### config.mk
export PLATFORM = sky130hd
export DESIGN_NAME = rr_arbiter_8
export DESIGN_NICKNAME = d
export VERILOG_FILES = /design/src/rtl/rr_arbiter_8.sv
export SDC_FILE = /design/constraint.sdc
export NUM_CORES = 1
export LEC_CHECK = 0
export CORE_UTILIZATION = 35
export DETAILED_ROUTE_END_ITERATION = 16
export SYNTH_ARGS = -nofsm -noshare
export SYNTH_HDL_FRONTEND = slang
export SYNTH_SLANG_ARGS = --single-unit
### constraint.sdc
create_clock -name clk_i -period 10.2 [get_ports clk_i]
set_input_delay 2.04 -clock clk_i [delete_from_list [all_inputs] [get_ports clk_i]]
set_output_delay 2.04 -clock clk_i [all_outputs]
set_load 0.005 [all_outputs]
### src/rtl/rr_arbiter_8.sv
// rr_arbiter_8 -- round-robin arbiter sharing one resource among 8 requesters.
//
// A grant is held by one owner until it pulses its done bit, drops its
// request, or has been held for MAX_HOLD cycles (MAX_HOLD = 0 disables the
// limit). After each release the search pointer moves to owner+1, and one
// idle cycle always separates consecutive grants.
//
// Ports:
//   clk_i       clock, rising edge
//   rst_i       synchronous active-high reset
//   req_i[7:0]  request per requester
//   done_i[7:0] release strobe; only the current owner's bit is honoured
//   gnt_o[7:0]  registered one-hot grant, zero when idle
//   gnt_idx_o   binary index of the asserted grant bit, zero when idle
//   gnt_vld_o   high while any grant is asserted
//   timeout_o   one-cycle pulse when the hold limit alone forced a release
module rr_arbiter_8 #(
   parameter int unsigned MAX_HOLD = 16
) (
   input  logic       clk_i,
   input  logic       rst_i,
   input  logic [7:0] req_i,
   input  logic [7:0] done_i,
   output logic [7:0] gnt_o,
   output logic [2:0] gnt_idx_o,
   output logic       gnt_vld_o,
   output logic       timeout_o
);

   localparam int unsigned HW = (MAX_HOLD == 0) ? 1 : $clog2(MAX_HOLD + 1);
   localparam logic [HW-1:0] HLIM = HW'((MAX_HOLD == 0) ? 0 : MAX_HOLD - 1);

   typedef enum logic {
      IDLE  = 1'b0,
      GRANT = 1'b1
   } state_t;

   state_t          state_q, state_d;
   logic [2:0]      ptr_q, ptr_d;
   logic [2:0]      own_q, own_d;
   logic [HW-1:0]   hcnt_q, hcnt_d;
   logic [7:0]      gnt_q, gnt_d;
   logic [2:0]      idx_q, idx_d;
   logic            vld_q, vld_d;
   logic            to_q, to_d;

   // First requester at or after ptr_q, wrapping modulo 8.
   logic [2:0] pick;
   logic [2:0] cand;
   logic       found;

   always_comb begin
      pick  = '0;
      cand  = '0;
      found = 1'b0;
      for (int unsigned k = 0; k < 8; k++) begin
         cand = ptr_q + 3'(k);
         if (!found && req_i[cand]) begin
            pick  = cand;
            found = 1'b1;
         end
      end
   end

   logic rel_norm;
   logic hit_lim;

   always_comb begin
      state_d  = state_q;
      ptr_d    = ptr_q;
      own_d    = own_q;
      hcnt_d   = hcnt_q;
      gnt_d    = '0;
      idx_d    = '0;
      vld_d    = 1'b0;
      to_d     = 1'b0;
      rel_norm = done_i[own_q] || !req_i[own_q];
      hit_lim  = (MAX_HOLD != 0) && (hcnt_q == HLIM);

      case (state_q)
         IDLE: begin
            if (found) begin
               own_d   = pick;
               hcnt_d  = '0;
               state_d = GRANT;
            end
         end
         GRANT: begin
            if (hcnt_q != '1) begin
               hcnt_d = hcnt_q + 1'b1;
            end
            if (rel_norm || hit_lim) begin
               state_d = IDLE;
               ptr_d   = own_q + 3'd1;
               // A normal release coinciding with the limit is not a timeout.
               to_d    = hit_lim && !rel_norm;
            end
         end
         default: state_d = IDLE;
      endcase

      // Outputs are registered from the next-state view so they line up
      // with the state they describe.
      if (state_d == GRANT) begin
         gnt_d = 8'b1 << own_d;
         idx_d = own_d;
         vld_d = 1'b1;
      end
   end

   always_ff @(posedge clk_i) begin
      if (rst_i) begin
         state_q <= IDLE;
         ptr_q   <= '0;
         own_q   <= '0;
         hcnt_q  <= '0;
         gnt_q   <= '0;
         idx_q   <= '0;
         vld_q   <= 1'b0;
         to_q    <= 1'b0;
      end else begin
         state_q <= state_d;
         ptr_q   <= ptr_d;
         own_q   <= own_d;
         hcnt_q  <= hcnt_d;
         gnt_q   <= gnt_d;
         idx_q   <= idx_d;
         vld_q   <= vld_d;
         to_q    <= to_d;
      end
   end

   assign gnt_o     = gnt_q;
   assign gnt_idx_o = idx_q;
   assign gnt_vld_o = vld_q;
   assign timeout_o = to_q;

endmodule

# Yosys cells after proc, flatten, opt, wreduce, memory -nomap -nowiden
# Index checks and enable logic that the tools add are counted.
# totals
out_inout_bits	13
inputBits	18
wordCells	102
register_bits	25
# op_classes
addsub	9
n_bitwise	3
order_cmp	9
eq_ne	4
n_mux	45
n_reduce_logical	23
shift	1
# ops
op	count
less-than comparator 3 x 4 -> 1 bit (second input constant)	9
binary-select mux 1 bit (select 3 bit)	10
two-way mux 3 bit	10
two-way mux 1 bit	21
adder 3 bit (second input constant)	4
two-way mux 5 bit	2
case mux 5 bit (2 select lines)	1
logical NOT 1 bit	9
logical AND 1 bit	8
<< shifter 1 x 3 -> 8 bit (first input constant)	1
adder 3 x 1 -> 3 bit (second input constant)	2
adder 3 x 2 -> 3 bit (second input constant)	2
adder 5 x 1 -> 5 bit (second input constant)	1
equality test 5 x 4 -> 1 bit (second input constant)	1
inequality test 5 bit (second input constant)	1
AND reduction 2 bit	2
inverter 1 bit	3
OR reduction 3 bit	1
logical OR 1 bit	2
inequality test 2 x 1 -> 1 bit (second input constant)	1
inequality test 2 bit (second input constant)	1
case mux 1 bit (2 select lines)	1
OR reduction 2 bit	1

# Depth between registers and ports, before layout
# logic_depth
word_depth	28
depth_mapped	14
depth_no_buf	10

# Worst setup path before layout
# Ideal clock, no wire load.
# synth_timing
path_type	input-to-reg
startpoint	input port req_i[0]
endpoint	register gnt_q[5], in the netlist gnt_o[5]
arrival_time_ns	4.171
setup_ns	0.117
stages	8
n_path_buf	2
setup_slack_ns	5.912
required_time_ns	10.083
path_cell_list	clkbuf_1 mux4_2 mux2_4 buf_4 or3_1 a311oi_2 o31a_4 and4bb_1
# synth_between
elab_chain_len	28
word_cells_on_any_way	59
cone_classes	shift: 1; mux: 39; bitwise: 1; reduce/logical: 18
# synth_rtl
item	line_no	source
from (decl)	22	input logic [7:0] req_i,
binary-select mux 1 bit (select 3 bit)	58	if (!found && req_i[cand]) begin
two-way mux 1 bit (not written as such)	58	
two-way mux 1 bit	58	
logical NOT 1 bit	58	
logical AND 1 bit	58	
two-way mux 1 bit	58	
logical NOT 1 bit	58	
logical AND 1 bit	58	
[... 12 more ...]	-	
two-way mux 1 bit	58	
logical NOT 1 bit	58	
logical AND 1 bit	58	
two-way mux 1 bit	58	
two-way mux 1 bit	82	if (found) begin
case mux 1 bit (2 select lines)	80	case (state_q)
inverter 1 bit (no source line)	-	
OR reduction 2 bit (no source line)	-	
to (signal assigned)	126	gnt_q <= gnt_d;
to (decl)	42	logic [7:0] gnt_q, gnt_d;
# Several ways; a longest one is shown, not always the timed one. The select of a mux whose other input is x is not followed.
# A chain may end at the register's enable or synchronous reset.

# Worst setup path in the final report
# layout_timing
startpoint	input port req_i[1]
endpoint	register gnt_q[3], in the netlist gnt_o[3]
# The elaborated chain is that of the path after synthesis.

==> metrics.txt <==
final-report setup violation count=0; Syn Inst Count=roughly 240; clk slew on worst S/H paths=roughly 0.080 ns; register area share after synthesis=0.200; dominant cell type by area after synthesis=dfxtp_1; Worst Setup Start Kind=primary input; Setup Buffers After CTS=0; Slowest-stage cell, CP=clkdlybuf4s50_1; worst slew pin tran=0.928 ns; CTS tree=built; CP endpoint kind=flop; Initial DRT Pass Iterations=6; Root Buffer=clkbuf_8; die area=between 0.007 and 0.008 mm2; Post-synth EDFFs=0; drt drc=0; routed vias=between 1500 and 2000; # IOs=31; R2R Setup Slk=around 6 ns; routed wire length=5650 um; Resized cells post-CTS=0; share of post-route cells with drive strength above 1=0.176; P_leak=roughly 1 nW; Worst-Skew Late Latency=around 0.27 ns; Synth cell types=between 60 and 70; Crit path max-delay family=compound AO/OA/AOI/OAI gates; CTS hold repair buffers=0; Antenna diodes=0; Peak VDD IR=around 0.068 mV; worst setup path class=primary input to flop; Net count, final=280; GP Congestion=about 0.87; Detailed Route Iter0 Violations=about 110; setup TNS=0 ns; YS warnings=0; crit share post-route=0.473; P per Cell Area=approximately 200 mW/mm2; Final min period=~4.8 ns; max_slew headroom=0.381; Routed Antenna Nets=0; fin util=0.424; Fmax=~210 MHz; Post-Syn Area=roughly 0.0024 mm2; initial core utilization=0.370; register bit total from synthesis=24; HP Class=flop to flop; crit-path cells=clkdlybuf4s50_1 > mux2i_1 > mux4_2 > a32o_2 > a41oi_1 > o2111ai_1 > and3_1 > nor4b_4; GRT Resource Usage Total=0.169; Die Y=84.9 um; vias in the first global route=approximately 1900; critical path arrival=between 5 and 6 ns; TritonCTS buffer count=3; depth of the CTS H-tree=1; top-area cell type share of the netlist area=0.200; Post-Route Skew=between 0.003 and 0.004 ns; antenna violations before repair=0; maximum number of pins on one net before global-route repair=24; worst path buffer plus inverter count=1; commonest non-fill, non-tap cell in the layout=clkdlybuf4s50_1; Avg Cell Area, Syn=between 9 and 10 um2; Final Hold Fails=0; most frequent cells in the layout=clkdlybuf4s50_1 (30), dfxtp_1 (24), mux2i_1 (23), nor2_1 (21), mux4_2 (20); die span in x=84.9 um; Main synth FF type=dfxtp_1; Sink Count=24; Wirelength per Cell=about 17 um; syn_nets=between 200 and 300; Crit Path Max Fanout=12; CP Data Required Time=approximately 10 ns; FFs w/ async S/R, synth=0; area grow syn2layout=14.6%; vias per inst=approximately 5.9; first-pass GRT wire length=around 10000 um; main area contributors after synthesis=dfxtp_1 (20%), mux4_2 (19%), mux2i_1 (9.6%); Rows=29; Slowest Stage Delay on Critical Path=0.76 ns; dpl hpwl=about 4100 um; max-cap viol count=0; status=finished, final reports clean; port buffer count=30; Final Max Tran Viols=0; RSZ-0062 raised after global routing=no; core area=around 0.0065 mm2; grt ovf=0; Bufs on Longest Clock Path=2
-- per-stage QoR --
stage	cells	hold WS, ns	setup slack (ns)	total power (W)	cell area [um2]
after floorplan	242	0.454	5.91	0.000397	2400
after global placement	328	0.471	5.14	0.000459	2680
after detailed placement	328	0.478	5.10	0.000461	2680
after CTS	332	0.492	5.39	0.000545	2760
after global routing	332	0.548	5.19	0.000586	2760
final	332	0.489	5.37	0.000544	2760
-- cells by family after synthesis --
logic type / count (synthesis) / share of synthesized area
AO/OA/AOI/OAI: 48 / 0.171
flip-flops: 24 / 0.200
multiplexers: 52 / 0.329
buffers and inverters: 38 / 0.0786
XOR/XNOR: 4 / 0.0146
AND/OR/NAND/NOR: 70 / 0.175
adder cells (fa/ha/maj): 6 / 0.0312
-- sequential cells by signal (all words and copies together) (netlist names) --
name,flops
gnt_o,8
gnt_idx_o,3
state_q,1
hcnt_q,5
timeout_o,1
ptr_q,3
own_q,3
-- cell type report --
type / instances / area, um2
fill: 622 / 3740
multi-input combinational: 180 / 1740
sequential: 24 / 480
timing repair buffer: 32 / 315
tap: 77 / 96.3
inverter: 15 / 56.3
clock buffer: 3 / 41.3
clock inverter: 1 / 30.0
-- Yosys cell counts, drive strengths merged, types with 2 or more instances --
cell    instances
a32oi           2
a31oi           2
ha              6
nand2          11
and3            3
nand3           3
nor4b           2
mux2i          24
nor2           21
buf            15
and4b           3
nor3            3
clkbuf          8
or3             3
o32ai           4
mux4           20
nand2b          6
xnor2           2
o311ai          2
a32o            3
dfxtp          24
xor2            2
o21ai           9
nor4            3
nand4           2
a21oi           8
nand3b          3
o211ai          2
inv            14
a211oi          3
mux2            8
-- metal layers --
metal / vias to the layer above / global-route usage / part of all wire
met1: 964 / 0.252 / 0.50
met4: 0 / 0.0370 / 0.012
met5: - / 0 / 0
li1: 954 / - / -
met2: 37 / 0.257 / 0.46
met3: 6 / 0.0263 / 0.032
-- final timing paths --
| kind | to | cells past startpoint | from |
|---|---|---|---|
| worst min register to register | hcnt_q[3]$_SDFFE_PP0P_ | 2 | hcnt_q[3]$_SDFFE_PP0P_ |
| worst max register to register | gnt_o[3]$_SDFF_PP0_ | 10 | ptr_q[0]$_SDFFE_PP0P_ |
| worst min-delay path | hcnt_q[3]$_SDFFE_PP0P_ | 2 | hcnt_q[3]$_SDFFE_PP0P_ |
| worst max-delay path | gnt_o[3]$_SDFF_PP0_ | 8 | req_i[1] |
-- power breakdown --
part	switching, W	internal (W)	total, W	leakage (nW)
registers	0.0000156	0.000108	0.000124	0.195
clock network	0.0000303	0.0000525	0.0000828	0.0357
logic	0.000181	0.000156	0.000338	0.773
total	0.000227	0.000317	0.000544	1.00
-- tightest hold or removal path: cells and delay by family, from the launching register on --
family	cells	cell delay, ns
flops	1	0.32
compound gates	2	0.13
Power figures use the tool's default switching activity.
